==> config.mk <==
export PLATFORM = sky130hd
export DESIGN_NAME = pc_sequencer
export DESIGN_NICKNAME = d
export VERILOG_FILES = /design/src/rtl/pc_pkg.sv /design/src/rtl/pc_target_align.sv /design/src/rtl/pc_sequencer.sv
export SDC_FILE = /design/constraint.sdc
export NUM_CORES = 1
export LEC_CHECK = 0
export ABC_AREA = 0
export BUFFER_PORTS_ARGS = -buffer_cell sky130_fd_sc_hd__buf_2
export CORE_MARGIN = 4
export CORE_UTILIZATION = 34
export CTS_CLUSTER_SIZE = 28
export DETAILED_ROUTE_END_ITERATION = 16
export PLACE_DENSITY = 0.67
export SYNTH_ARGS = -nofsm -noshare
export SYNTH_HDL_FRONTEND = slang
export SYNTH_SLANG_ARGS = --single-unit
export TNS_END_PERCENT = 20
==> constraint.sdc <==
create_clock -name clk -period 5.8 [get_ports clk]
set_input_delay 0.29 -clock clk [delete_from_list [all_inputs] [get_ports clk]]
set_output_delay 0.29 -clock clk [all_outputs]
set_load 0.01 [all_outputs]
==> src/rtl/pc_pkg.sv <==
// Shared types and defaults for the fetch PC sequencer.
// Provides the FSM state enum, default PCs and the alignment mask helper.
package pc_pkg;

    typedef enum logic [1:0] {
        BOOT   = 2'd0,
        RUN    = 2'd1,
        HALTED = 2'd2
    } pc_state_e;

    localparam logic [31:0] DEF_RESET_PC = 32'h0000_0000;
    localparam logic [31:0] DEF_TRAP_PC  = 32'h0000_0100;

    // Mask that clears the byte-offset bits below one instruction.
    function automatic logic [63:0] align_mask(input int unsigned bytes);
        return ~(64'(bytes) - 64'd1);
    endfunction

endpackage

==> src/rtl/pc_target_align.sv <==
// Redirect target alignment: masks the byte-offset bits and flags a
// misaligned target.  Ports: target_i in, aligned_o / misaligned_o out.
module pc_target_align
    import pc_pkg::*;
#(
    parameter int unsigned XLEN        = 32,
    parameter int unsigned INSTR_BYTES = 4
) (
    input  logic [XLEN-1:0] target_i,
    output logic [XLEN-1:0] aligned_o,
    output logic            misaligned_o
);

    localparam logic [XLEN-1:0] MASK = XLEN'(align_mask(INSTR_BYTES));

    assign aligned_o    = target_i & MASK;
    assign misaligned_o = |(target_i & ~MASK);

endmodule

==> src/rtl/pc_sequencer.sv <==
// Fetch PC sequencer: steps the PC on accepted fetches, takes redirects
// and trap entry (trap > redirect > step > hold), and runs a
// BOOT/RUN/HALTED FSM.  PC is offered to fetch via pc_valid/pc_ready.
// Inputs : clk, reset (async, high), pc_ready, redirect_valid,
//          redirect_target, trap, halt, resume.
// Outputs: pc_valid, pc, pc_next_seq, halted, fetch_count, misalign_err.
// Macro PC_MISALIGN_TRAP_EN: misaligned redirects trap instead of
// being silently aligned, and pulse misalign_err.
module pc_sequencer
    import pc_pkg::*;
#(
    parameter int unsigned     XLEN        = 32,
    parameter logic [XLEN-1:0] RESET_PC    = XLEN'(DEF_RESET_PC),
    parameter logic [XLEN-1:0] TRAP_PC     = XLEN'(DEF_TRAP_PC),
    parameter int unsigned     INSTR_BYTES = 4
) (
    input  logic            clk,
    input  logic            reset,
    input  logic            pc_ready,
    input  logic            redirect_valid,
    input  logic [XLEN-1:0] redirect_target,
    input  logic            trap,
    input  logic            halt,
    input  logic            resume,
    output logic            pc_valid,
    output logic [XLEN-1:0] pc,
    output logic [XLEN-1:0] pc_next_seq,
    output logic            halted,
    output logic [31:0]     fetch_count,
    output logic            misalign_err
);

    pc_state_e       state_q, state_d;
    logic [XLEN-1:0] pc_q, pc_d;
    logic [31:0]     cnt_q, cnt_d;
    logic            merr_q, merr_d;

    logic [XLEN-1:0] aligned;
    logic            misaligned;
    logic            reject;
    logic [XLEN-1:0] redir_pc;
    logic            fire;

    pc_target_align #(
        .XLEN        (XLEN),
        .INSTR_BYTES (INSTR_BYTES)
    ) u_align (
        .target_i     (redirect_target),
        .aligned_o    (aligned),
        .misaligned_o (misaligned)
    );

`ifdef PC_MISALIGN_TRAP_EN
    assign reject = misaligned;
`else
    logic unused_misaligned;
    assign unused_misaligned = misaligned;
    assign reject            = 1'b0;
`endif

    assign redir_pc    = reject ? TRAP_PC : aligned;
    assign pc_valid    = (state_q == RUN);
    assign fire        = pc_valid && pc_ready;
    assign pc          = pc_q;
    assign pc_next_seq = pc_q + XLEN'(INSTR_BYTES);
    assign halted      = (state_q == HALTED);
    assign fetch_count = cnt_q;
    assign misalign_err = merr_q;

    always_comb begin
        state_d = state_q;
        pc_d    = pc_q;
        cnt_d   = cnt_q;
        merr_d  = 1'b0;
        // A fetch accepted alongside a redirect/trap still counts.
        if (fire) begin
            cnt_d = cnt_q + 32'd1;
        end
        unique case (state_q)
            BOOT: begin
                state_d = RUN;
                if (trap) begin
                    pc_d = TRAP_PC;
                end
            end
            RUN: begin
                if (trap) begin
                    pc_d = TRAP_PC;
                end else if (redirect_valid) begin
                    pc_d   = redir_pc;
                    merr_d = reject;
                end else if (fire) begin
                    pc_d = pc_next_seq;
                end
                if (halt && !trap) begin
                    state_d = HALTED;
                end
            end
            HALTED: begin
                if (trap) begin
                    pc_d    = TRAP_PC;
                    state_d = RUN;
                end else begin
                    // Redirects still land while halted; no fetch issued.
                    if (redirect_valid) begin
                        pc_d   = redir_pc;
                        merr_d = reject;
                    end
                    if (resume && !halt) begin
                        state_d = RUN;
                    end
                end
            end
            default: state_d = BOOT;
        endcase
    end

    always_ff @(posedge clk or posedge reset) begin
        if (reset) begin
            state_q <= BOOT;
            pc_q    <= RESET_PC;
            cnt_q   <= 32'd0;
            merr_q  <= 1'b0;
        end else begin
            state_q <= state_d;
            pc_q    <= pc_d;
            cnt_q   <= cnt_d;
            merr_q  <= merr_d;
        end
    end

endmodule

# Word level (Yosys, flattened, before mapping)
# Cells that the tools add are included.
dict set report totals {
  reg_bits 66
  mem_bits_ro 0
  out_inout_bits 99
  in_bits 39
  word_cells 32
  n_memories 0
  latch_bits 0
  ram_bits 0
}
dict set report op_classes {
  n_eq_ne 7
  muxes 11
  reduce_logical 9
  multipliers 0
  bitwise 0
  n_shift 0
  add_sub_neg 2
  div 0
  magnitude_cmp 0
}
# operator count
set op_table {}
lappend op_table {{2-to-1 mux 32 bit} 6}
lappend op_table {{one-hot mux 32 bit (3 select lines)} 1}
lappend op_table {{adder 32 x 1 -> 32 bit (second input constant)} 1}
lappend op_table {{adder 32 x 3 -> 32 bit (second input constant)} 1}
lappend op_table {{2-to-1 mux 2 bit} 3}
lappend op_table {{one-hot mux 2 bit (3 select lines)} 1}
lappend op_table {{!= test 4 x 3 -> 1 bit (second input constant)} 1}
lappend op_table {{AND reduction 4 bit} 1}
lappend op_table {{logical AND 1 bit} 3}
lappend op_table {{!= test 3 x 2 -> 1 bit (second input constant)} 1}
lappend op_table {{!= test 3 bit (second input constant)} 1}
lappend op_table {{nonzero test 3 bit} 1}
lappend op_table {{== test 2 x 1 -> 1 bit (second input constant)} 1}
lappend op_table {{== test 2 bit (second input constant)} 1}
lappend op_table {{logical NOT 1 bit} 2}
lappend op_table {{logical NOT 2 bit} 1}
lappend op_table {{!= test 2 x 1 -> 1 bit (second input constant)} 1}
lappend op_table {{!= test 2 bit (second input constant)} 1}
lappend op_table {{AND reduction 2 bit} 1}

# Logic depth before layout (Yosys ltp)
# Gate-level depths: netlist of the first run.
dict set report depth {
  depth_word 6
  depth_mapped 9
  depth_no_buf 7
}

# By module
# From an unflattened synthesis of the first run, not the netlist that was laid out.
dict set report unflattened {
  hier_cells 476
  hier_area_um2 4234.1
}
# mod instances area_per_inst_um2 cells_per_inst seq_area_each_um2
set modules_own_cells {}
lappend modules_own_cells {pc_sequencer 1 3983.8 442 1651.6}
lappend modules_own_cells {pc_target_align 1 250.2 34 0.0}

# Worst setup path before layout of the first run
# OpenSTA, ideal clock, no wires.
dict set report synth_timing {
  path_type {register to output}
  from {register pc_q[10] (netlist: pc[10])}
  to {output port pc_next_seq[29]}
  arrival_time_ns 2.089
  path_stages_with_launch 7
  required_ns 5.510
  slack_ns 3.421
  path_buffers 1
  path_cell_list {dfrtp_1 > clkbuf_8 > nand4_4 > nor4_4 > nand4_2 > or4_4 > xnor2_1}
}
dict set report synth_via {
  elab_chain_len 1
}
# item line_no
set synth_lines {}
lappend synth_lines {{start, declared} pc_sequencer.sv:34} ;# logic [XLEN-1:0] pc_q, pc_d;
lappend synth_lines {{start signal, assigned} pc_sequencer.sv:126} ;# pc_q <= pc_d;
lappend synth_lines {{adder 32 x 3 -> 32 bit} pc_sequencer.sv:65} ;# assign pc_next_seq = pc_q + XLEN'(INSTR_BYTES);
lappend synth_lines {{end, declared} pc_sequencer.sv:27} ;# output logic [XLEN-1:0] pc_next_seq,
# Every way passes these cells.

# Worst setup path in the final report of the first run
# Same ends and word-level chain as after synthesis.

==> results of run 1 <==
through the flow:
stage | cells | area [um^2] | hold WS (ns) | setup WS [ns]
after floorplan | 423 | 3820 | 0.413 | 3.42
after global placement | 675 | 4550 | 0.458 | 2.86
after detailed placement | 675 | 4550 | 0.462 | 2.81
after CTS | 691 | 4750 | 0.146 | 2.77
after global routing | 691 | 4750 | 0.150 | 2.49
final | 691 | 4750 | 0.169 | 2.80
sequential cells by signal, indices dropped and copies added, names as in the netlist:
name         flops
pc              30
state_q          2
fetch_count     32
worst reg2reg max path, cell delays in order (launching register included):
cell and delay [ns]:
dfrtp_1 0.40, inv_1 0.12, ha_1 0.48, nor3b_1 0.85, nand2_1 0.39, nor2_1 0.48, a221o_1 0.21
cell usage after synthesis, drive strengths merged (3+ instances only):
master  number
inv         16
a31oi        7
o311ai       9
dfrtp       64
a22o         4
a21o         4
a21oi       13
buf          6
a22oi        7
ha           6
nand2       38
nand3       29
nor4        10
nand2b       4
and3         8
nand4       23
or2          3
xnor2       44
nor2        35
or4          6
xor2        15
nor3        11
o21ai       26
clkbuf      15
cell usage in the layout (no fill, tap or decap), types with 7 or more instances in the layout:
| cell | count |
|---|---|
| nor4_1 | 8 |
| nor2_1 | 35 |
| clkbuf_8 | 9 |
| xor2_1 | 15 |
| nand2_1 | 38 |
| inv_1 | 15 |
| buf_2 | 130 |
| a22oi_1 | 7 |
| nand3_1 | 29 |
| a31oi_1 | 7 |
| nand4_1 | 21 |
| xnor2_1 | 44 |
| o21ai_0 | 26 |
| nor3_1 | 11 |
| and3_1 | 7 |
| dfrtp_1 | 64 |
| a21oi_1 | 13 |
power by group through the flow:
stage / Combinational (W) / Sequential [W] / Clock (W)
2_1_floorplan: 0.000340 / 0.000613 / 0
3_3_place_gp: 0.000536 / 0.000609 / 0
3_5_place_dp: 0.000548 / 0.000614 / 0
4_1_cts: 0.000550 / 0.000605 / 0.000398
5_1_grt: 0.000605 / 0.000620 / 0.000421
6_report: 0.000544 / 0.000606 / 0.000384
worst paths after layout:
| path | endpoint | slack (ns) | depth (start not counted) |
|---|---|---|---|
| min | pc[31] | 0.17 | 3 |
| min reg2reg | fetch_count[31] | 0.47 | 1 |
| max in group asynchronous | fetch_count[8] | 5.07 | 3 |
| max | pc_next_seq[29] | 2.80 | 6 |
| max reg2reg | pc[27] | 2.81 | 6 |
| min in group asynchronous | fetch_count[26] | 0.20 | 3 |
cells by family after synthesis:
| kind of cell | Yosys count | synth area share |
|---|---|---|
| adders and majority gates | 6 | 0.0197 |
| AOI/OAI and AO/OA | 79 | 0.134 |
| DFF | 64 | 0.420 |
| xor gates and xnor gates | 59 | 0.136 |
| muxes | 1 | 0.00296 |
| buffers and inverters | 37 | 0.0470 |
| other | 1 | 0.000984 |
| and+or+nand+nor | 172 | 0.239 |
per-layer routing:
| layer | vias to the layer above | track usage | routed length, um | part of all wire |
|---|---|---|---|---|
| met1 | 1816 | 0.207 | 4560 | 0.42 |
| met4 | 0 | 0.0364 | 68 | 0.0063 |
| met2 | 138 | 0.280 | 5260 | 0.48 |
| li1 | 1754 | - | - | - |
| met3 | 6 | 0.0584 | 957 | 0.088 |
| met5 | - | 0 | 0 | 0 |
layout make-up:
cell class	count	area, um^2	area share
inverters	16	60.1	0.0126
clock inverters	6	70.1	0.0147
repair buffers	133	673	0.142
clock buffers	10	128	0.0269
multi-input cells	322	2040	0.430
well taps	140	175	0.0369
flip-flops and latches	64	1600	0.337
==> metrics.csv, run 1 <==
stage,metric,value,unit
clock_tree,root_buffer,clkbuf_8,
global_route,grt_usage,0.166,
power,ir_drop,237,uV
worst_setup_path,r2r-start,state_q[1],
finish,n_antenna_cell,0,
placed_design,globalplace.congestion,0.842,
timing,finalCritPeriodShare,0.517,
clock_tree,clk_pin_slew,0.08,ns
clock_tree,postCtsSetupBuffers,0,
worst_setup_path,cpMaxStageDelayCell,dfrtp_1,
worst_setup_path,critical_path_class,register to output pin,
finish,post-route-util,0.436,
global_route,overflow,0,
placed_design,port_buffers,130,
power,p_comb_frac,0.354,
timing,setup_tns,0,ns
timing,relSlewSlack,0.351,
worst_setup_path,crit_family,simple AND/OR/NAND/NOR gates,
worst_setup_path,endpoint_kind,output pin,
timing,hold_violations,0,
yosys,yosys_register_bits,64,
die,initial_core_util,0.350,
timing,finalClockSkew,0.0119,ns
yosys,synthTopCellsByArea,"dfrtp_1 42%, xnor2_1 10%, nand3_1 3.8%",
clock_tree,clock-sinks,64,
clock_tree,cts_buffer_depth,2,
global_route,grt_pass1_vias,3535,
yosys,synth_edf_count,0,
job,maxCapViolations,0,
yosys,synth.top_cell.area_share,0.420,
drt,first_iter_violations,252,
global_route,grt_max_degree,65,
hold_path,hp-class,input pin to register,
yosys,synthCells,419,
timing,tightestPinTransition,0.971,ns
power,power.share.clock,0.251,
drt,drtPass1Iterations,5,
clock_tree,clkLatencyLatePin,0.34,ns
drt,dr_total_vias,3714,
worst_setup_path,critPathLaunch,pc[10],
power,power.total,0.00153,W
run_status,status,finished clean,
yosys,ys_async_sr_fraction,1.00,
placed_design,hpwl,8050,um
worst_setup_path,arrival,2.71,ns
drt,vias_per_cell,5.37,
timing,min_period,3.00,ns
clock_tree,ctsHoldBuffers,0,
yosys,seq_area_frac_synth,0.420,
worst_setup_path,crit_buf_inv,1,
drt,ant_nets,0,
worst_setup_path,startpoint_type,register,
global_route,grt_pass1_wl,17700,um
yosys,ys_types,47,
yosys,netlist_area,0.00381,mm^2
die,die_area,0.0130,mm^2
worst_setup_path,path_cells,nand4_4 -> nor4_4 -> nand4_2 -> or4_4 -> xnor2_1 -> buf_2,
clock_tree,cts_max_level,3,
worst_setup_path,crit_required,5.51,ns
hold_path,hp-start,redirect_target[31],
yosys,synth_area_leader_cell,dfrtp_1,
die,die_h,114,um
power,p_leak,2.36,nW
drt,drc,0,
timing,setup_viol,0,
worst_setup_path,worstPathMaxFanout,9,
timing,clock.fmax,334,MHz
timing,rsz0062_at_grt,no,
clock_tree,cts_tree,built,
finish,synthToLayoutAreaGrowth,24.7,%
power,power_switching,0.000616,W
drt,wl_per_cell,15.7,um
finish,fillCellCount,1097,
die,pin_count,138,
power,cellInternalPower,0.000918,W
timing,maxSlewViolCount,0,
yosys,synth_ff_type,dfrtp_1,
worst_setup_path,cp_slowest_stage_delay,0.56,ns
finish,layout.nets,591,
power,powerDensity,323,mW/mm^2
power,seqPwrFrac,0.395,
die,die_w,114,um
yosys,syn_avg_cell_area,9.09,um^2
die,coreArea,0.0109,mm^2
finish,drive_gt1_frac,0.294,
drt,postRouteWirelength,10800,um
clock_tree,cts_buffers,9,
global_route,antenna_found_initial,0,
die,fp-row-count,38,
power,switching_share,0.402,
clock_tree,ctsResizeCount,0,
yosys,yosys_warnings,0,
Power figures use the tool's default switching activity.
==> inputs of run 2 (changes only) <==
--- a/config.mk
+++ b/config.mk
@@ -5,13 +5,13 @@
 export SDC_FILE = /design/constraint.sdc
 export NUM_CORES = 1
 export LEC_CHECK = 0
-export ABC_AREA = 0
+export ABC_AREA = 1
 export BUFFER_PORTS_ARGS = -buffer_cell sky130_fd_sc_hd__buf_2
 export CORE_MARGIN = 4
 export CORE_UTILIZATION = 34
 export CTS_CLUSTER_SIZE = 28
 export DETAILED_ROUTE_END_ITERATION = 16
-export PLACE_DENSITY = 0.67
+export PLACE_DENSITY = 0.66
 export SYNTH_ARGS = -nofsm -noshare
 export SYNTH_HDL_FRONTEND = slang
 export SYNTH_SLANG_ARGS = --single-unit
==> constraint.sdc (replaced) <==
create_clock -name clk -period 2.9 [get_ports clk]
set_input_delay 0.145 -clock clk [delete_from_list [all_inputs] [get_ports clk]]
set_output_delay 0.145 -clock clk [all_outputs]
set_load 0.01 [all_outputs]
==> metrics.csv, run 2 <==
stage,metric,value,unit
finish,synthToLayoutAreaGrowth,23.9,%
yosys,synth_area_leader_cell,dfrtp_1,
timing,tightestPinTransition,0.726,ns
worst_setup_path,crit_buf_inv,1,
yosys,ys_types,37,
global_route,overflow,0,
worst_setup_path,rr_worst_depth,10,
drt,wl_per_cell,13.1,um
yosys,yosys_register_bits,64,
yosys,synth.top_cell.area_share,0.350,
drt,met2_length,6600,um
yosys,synthTopCellsByArea,"dfrtp_1 35%, nand2_1 24%, inv_1 6.7%",
clock_tree,cts_buffer_depth,2,
die,coreArea,0.0132,mm^2
finish,final_common_cell,nand2_1,
drt,dr_wl_met3,783,um
drt,vias_per_cell,4.58,
hold_path,hp-start,redirect_target[22],
hold_path,holdPathStages,5,
power,ir_drop,444,uV
finish,largest_reg_flops,32,
drt,first_iter_violations,211,
placed_design,dp_slack,0.925,ns
timing,fin_ws,0.700,ns
worst_setup_path,crit_family,simple AND/OR/NAND/NOR gates,
power,p_leak,3.07,nW
global_route,antenna_found_initial,0,
placed_design,dpl_cell_area,0.00542,mm^2
drt,dr_total_vias,4682,
timing,hold_violations,0,
finish,register_area,0.00160,mm^2
worst_setup_path,endpoint_kind,output pin,
global_route,grt_pass1_wl,21500,um
finish,drive_gt1_frac,0.207,
job,maxCapViolations,0,
worst_setup_path,r2r-start,state_q[1],
finish,fillCellCount,1430,
timing,maxSlewViolCount,0,
drt,wirelength_met1,5800,um
timing,finalCritPeriodShare,0.759,
drt,drc,0,
global_route,grt_pass1_vias,4421,
worst_setup_path,critical_path_class,register to output pin,
placed_design,port_buffers,130,
timing,min_period,2.20,ns
power,powerDensity,637,mW/mm^2
die,initial_core_util,0.347,
yosys,synth_edf_count,0,
timing,rsz0062_at_grt,no,
yosys,synth_ff_type,dfrtp_1,
finish,mostFrequentLayoutCells,"292 x nand2_1, 130 x buf_2, 81 x inv_1",
timing,setup_viol,0,
clock_tree,clkLatencyLatePin,0.33,ns
clock_tree,root_buffer,clkbuf_16,
run_status,status,finished clean,
global_route,grt_usage,0.179,
worst_setup_path,worstPathMaxFanout,7,
clock_tree,cts_tree,built,
finish,stdcell_area,0.00567,mm^2
drt,drtPass1Iterations,4,
worst_setup_path,startpoint_type,register,
placed_design,globalplace.congestion,0.849,
die,fp-row-count,42,
finish,post-route-util,0.430,
clock_tree,clock-sinks,64,
worst_setup_path,cpMaxStageDelayCell,dfrtp_1,
drt,ant_nets,0,
die,die_h,124,um
clock_tree,ctsResizeCount,0,
timing,relSlewSlack,0.515,
die,pin_count,138,
worst_setup_path,path_cells,ha_1 -> nand2_1 -> nor2_2 -> nand2_2 -> nor2_1 -> nand3_1 -> and2_1 -> buf_2,
hold_path,hold_end,pc[22],
worst_setup_path,cp_slowest_stage_delay,0.41,ns
yosys,netlist_area,0.00457,mm^2
clock_tree,clk_pin_slew,0.05,ns
clock_tree,cts_buffers,9,
timing,setup_tns,0,ns
worst_setup_path,rrSetupSlack,0.95,ns
global_route,grt_max_degree,34,
yosys,synthCells,709,
drt,top_layer_used,met4,
hold_path,hp-class,input pin to register,
finish,n_antenna_cell,0,
yosys,syn_avg_cell_area,6.45,um^2
placed_design,hpwl,10400,um
finish,multiInputGateArea,0.00257,mm^2
die,die_area,0.0154,mm^2
die,die_w,124,um
yosys,yosys_warnings,0,
clock_tree,cts_max_level,3,
worst_setup_path,crit_required,2.76,ns
finish,layout.nets,889,
worst_setup_path,r2r_end,fetch_count[24],
yosys,synth.most_common_cell,nand2_1,
timing,finalClockSkew,0.00499,ns
drt,postRouteWirelength,13400,um
yosys,seq_area_frac_synth,0.350,
finish,stdcell_count,1022,
yosys,ys_async_sr_fraction,1.00,
placed_design,dp.cells,1008,
worst_setup_path,arrival,2.05,ns
timing,clock.fmax,455,MHz
yosys,synthTopCellsByCount,"292 x nand2_1, 82 x inv_1, 69 x nor2_1, 64 x dfrtp_1, 50 x nand3_1",
==> run 2: cell count changes in the layout (fill, tap and decap cells not counted), moves of 8 or more <==
cell / before / now
nand2_1: 38 / 292
nand3_1: 29 / 50
and2_1: 1 / 15
clkbuf_8: 9 / 0
a21oi_1: 13 / 4
o21ai_0: 26 / 15
inv_1: 15 / 81
nand4_1: 21 / 3
clkbuf_16: 0 / 9
xnor2_1: 44 / 8
o21ai_1: 0 / 11
nor2_1: 35 / 68
nor4_1: 8 / 0
==> run 2: how the worst max path moves through the flow <==
stage	endpoint	cells after the start	slack, ns	startpoint
floorplan	fetch_count[24]	10	1.13	state_q[1]
global placement	fetch_count[28]	10	0.94	state_q[1]
detailed placement	pc[12]	9	0.93	state_q[1]
CTS	pc_next_seq[30]	8	0.66	pc[3]
global route	pc_next_seq[24]	8	0.47	pc[2]
finish	pc_next_seq[30]	8	0.70	pc[2]
==> run 2: repair_timing <==
action | 4_1_cts | 5_1_grt
buffers inserted | 0 | 0
hold buffers | 1 | 0
endpoints found under the hold margin | 32 | 0
==> run 2: power by group <==
| group | switching, W | leakage [nW] | internal (W) |
|---|---|---|---|
| clock network | 0.000370 | 0.121 | 0.000560 |
| registers | 0.000223 | 0.837 | 0.00105 |
| logic | 0.000922 | 2.11 | 0.000488 |
| total | 0.00151 | 3.07 | 0.00210 |
==> run 2: tightest hold or removal path, cell delays in order <==
cell and delay [ns]:
buf_2 0.07, nand2_1 0.04, nand2_1 0.05, nand2_1 0.04, nand2_1 0.04
==> run 2: cell families after synthesis <==
logic type,count (synthesis),share of synthesized area
AOI/OAI and AO/OA,41,0.0522
xor gates and xnor gates,27,0.0517
adders and majority gates,6,0.0164
buffers and inverters,101,0.0911
DFF,64,0.350
other,1,0.000820
and+or+nand+nor,469,0.438
==> run 2: final cells by class <==
| class | count | area share |
|---|---|---|
| clock buffer | 11 | 0.0411 |
| clock inverter | 2 | 0.00177 |
| inverter | 85 | 0.0565 |
| multi-input combinational | 548 | 0.454 |
| sequential | 64 | 0.282 |
| tap | 176 | 0.0388 |
| timing repair buffer | 136 | 0.125 |
==> run 2: per-stage QoR <==
stage / hold slack [ns] / total power, W
3_3_place_gp: 0.328 / 0.00270
3_5_place_dp: 0.329 / 0.00272
6_report: 0.103 / 0.00361
4_1_cts: 0.0931 / 0.00367
5_1_grt: 0.107 / 0.00389
2_1_floorplan: 0.343 / 0.00217
==> run 2: per-layer routing <==
metal,GRT usage,vias to the layer above
li1,-,2438
met1,0.221,2098
met2,0.315,124
met3,0.0363,22
met4,0.0527,0
met5,0,-
==> inputs of run 3 (changes only) <==
==> constraint.sdc (replaced) <==
create_clock -name clk -period 2.12 [get_ports clk]
set_input_delay 0.106 -clock clk [delete_from_list [all_inputs] [get_ports clk]]
set_output_delay 0.106 -clock clk [all_outputs]
set_load 0.01 [all_outputs]
==> metrics.csv, run 3 (synthesis gave the netlist of run 2 again) <==
stage,metric,value,unit
power,power.total,0.00520,W
global_route,antenna_found_initial,0,
worst_setup_path,crit_required,2.01,ns
global_route,grt_usage,0.179,
clock_tree,cts_buffer_depth,2,
finish,stdcell_count,1033,
worst_setup_path,critical_path_class,register to output pin,
worst_setup_path,worstPathMaxFanout,7,
worst_setup_path,startpoint_type,register,
global_route,grt_max_degree,65,
drt,first_iter_violations,281,
drt,ant_nets,0,
worst_setup_path,arrival,1.92,ns
global_route,grt_pass1_vias,4445,
timing,finalClockSkew,0.00594,ns
placed_design,dp_slack,-0.225,ns
finish,synthToLayoutAreaGrowth,27.5,%
power,powerDensity,891,mW/mm^2
clock_tree,clk_pin_slew,0.05,ns
timing,relSlewSlack,0.540,
global_route,grtUsageMet1,0.223,
global_route,overflow,0,
die,die_h,124,um
hold_path,hp-start,redirect_target[21],
clock_tree,clock-sinks,64,
placed_design,dp.cells,1013,
timing,finalCritPeriodShare,0.954,
drt,drtPass1Iterations,4,
timing,clock.fmax,494,MHz
power,p_leak,3.15,nW
timing,fin_ws,0.0967,ns
drt,dr_total_vias,4762,
clock_tree,clkLatencyLatePin,0.34,ns
timing,maxSlewViolCount,0,
drt,drc,0,
die,die_w,124,um
finish,n_antenna_cell,0,
die,fp-row-count,42,
clock_tree,cts_buffers,9,
die,coreArea,0.0132,mm^2
power,ir_drop,382,uV
global_route,grt-busiest-layer,met2,
die,initial_core_util,0.347,
finish,post-route-util,0.442,
die,pin_count,138,
job,maxCapViolations,0,
finish,final_common_cell,nand2_1,
die,die_area,0.0154,mm^2
timing,hold_violations,0,
finish,drive_gt1_frac,0.229,
timing,tightestPinTransition,0.689,ns
finish,mostFrequentLayoutCells,"291 x nand2_1, 130 x buf_2, 81 x inv_1",
clock_tree,root_buffer,clkbuf_16,
drt,wl_per_cell,13.3,um
run_status,status,finished clean,
finish,layout.nets,897,
clock_tree,cts_tree,built,
placed_design,port_buffers,130,
global_route,met3_usage,0.0395,
placed_design,globalplace.congestion,0.834,
drt,postRouteWirelength,13700,um
global_route,grt_pass1_wl,21500,um
hold_path,hp-class,input pin to register,
worst_setup_path,r2r-start,state_q[1],
global_route,use_met2,0.312,
drt,vias_per_cell,4.61,
timing,min_period,2.02,ns
clock_tree,cts_max_level,3,
placed_design,hpwl,10400,um
worst_setup_path,endpoint_kind,output pin,
timing,setup_viol,0,
timing,rsz0062_at_grt,yes,
worst_setup_path,critPathLaunch,pc[2],
finish,largest_reg_flops,32,
## run 3: cell types whose count changed in the layout (fill, tap and decap cells not counted), moves of 2 or more
cell and change:
nor2_1 -8, clkinv_2 +2, nand2_4 +2, nor2_4 +7, nor2_2 +2, buf_4 +6
## run 3: power breakdown
| group | switching, W | internal (W) | total (W) |
|---|---|---|---|
| clock | 0.000543 | 0.000815 | 0.00136 |
| sequential | 0.000305 | 0.00143 | 0.00174 |
| combinational | 0.00135 | 0.000754 | 0.00211 |
## run 3: area by class of cell
type | instances | area (um^2)
clock inverter | 4 | 20.0
clock buffer | 12 | 246
multi-input combinational | 549 | 2650
sequential | 64 | 1600
fill | 1413 | 7360
tap | 176 | 220
inverter | 85 | 320
timing repair buffer | 143 | 776
## run 3: per-layer routing
metal  part of all wire  up-vias
met5                  0        -
met2               0.49      138
met3              0.067       12
li1                   -     2463
met4              0.012        0
met1               0.43     2149
## run 3: critical path, cell delays in order, from the launching register on
cell and delay [ns]:
dfrtp_1 0.40, ha_2 0.23, nand2_1 0.09, nor2_4 0.15, nand2_4 0.14, nor2_4 0.14
nand3_1 0.10, and2_1 0.19, buf_2 0.14
## run 3: path summary, 6_finish.rpt
| check | end | slack, ns | cells past startpoint |
|---|---|---|---|
| max | pc_next_seq[30] | 0.1 | 8 |
| min | pc[21] | 0.06 | 5 |
| max reg2reg | pc[8] | 0.11 | 10 |
| min reg2reg | fetch_count[10] | 0.52 | 1 |
| max in group asynchronous | fetch_count[24] | 1.45 | 4 |
| min in group asynchronous | state_q[1] | 0.39 | 4 |
## run 3: what timing repair did
action	in CTS	in global routing
buffers inserted	0	2
pin swaps	0	3
hold buffers	1	0
resized for setup	4	15
endpoints found under the setup margin	37	23
endpoints found under the hold margin	64	0
gates cloned	0	1
## run 3: per-stage QoR
stage | hold WS (ns) | setup TNS (ns) | cell area, um^2
3_3_place_gp | 0.216 | -0.681 | 5470
5_1_grt | 0.0666 | -0.208 | 5830
6_report | 0.0586 | 0 | 5830
3_5_place_dp | 0.213 | -2.33 | 5470
4_1_cts | 0.0493 | -0.159 | 5760
2_1_floorplan | 0.304 | 0 | 4590
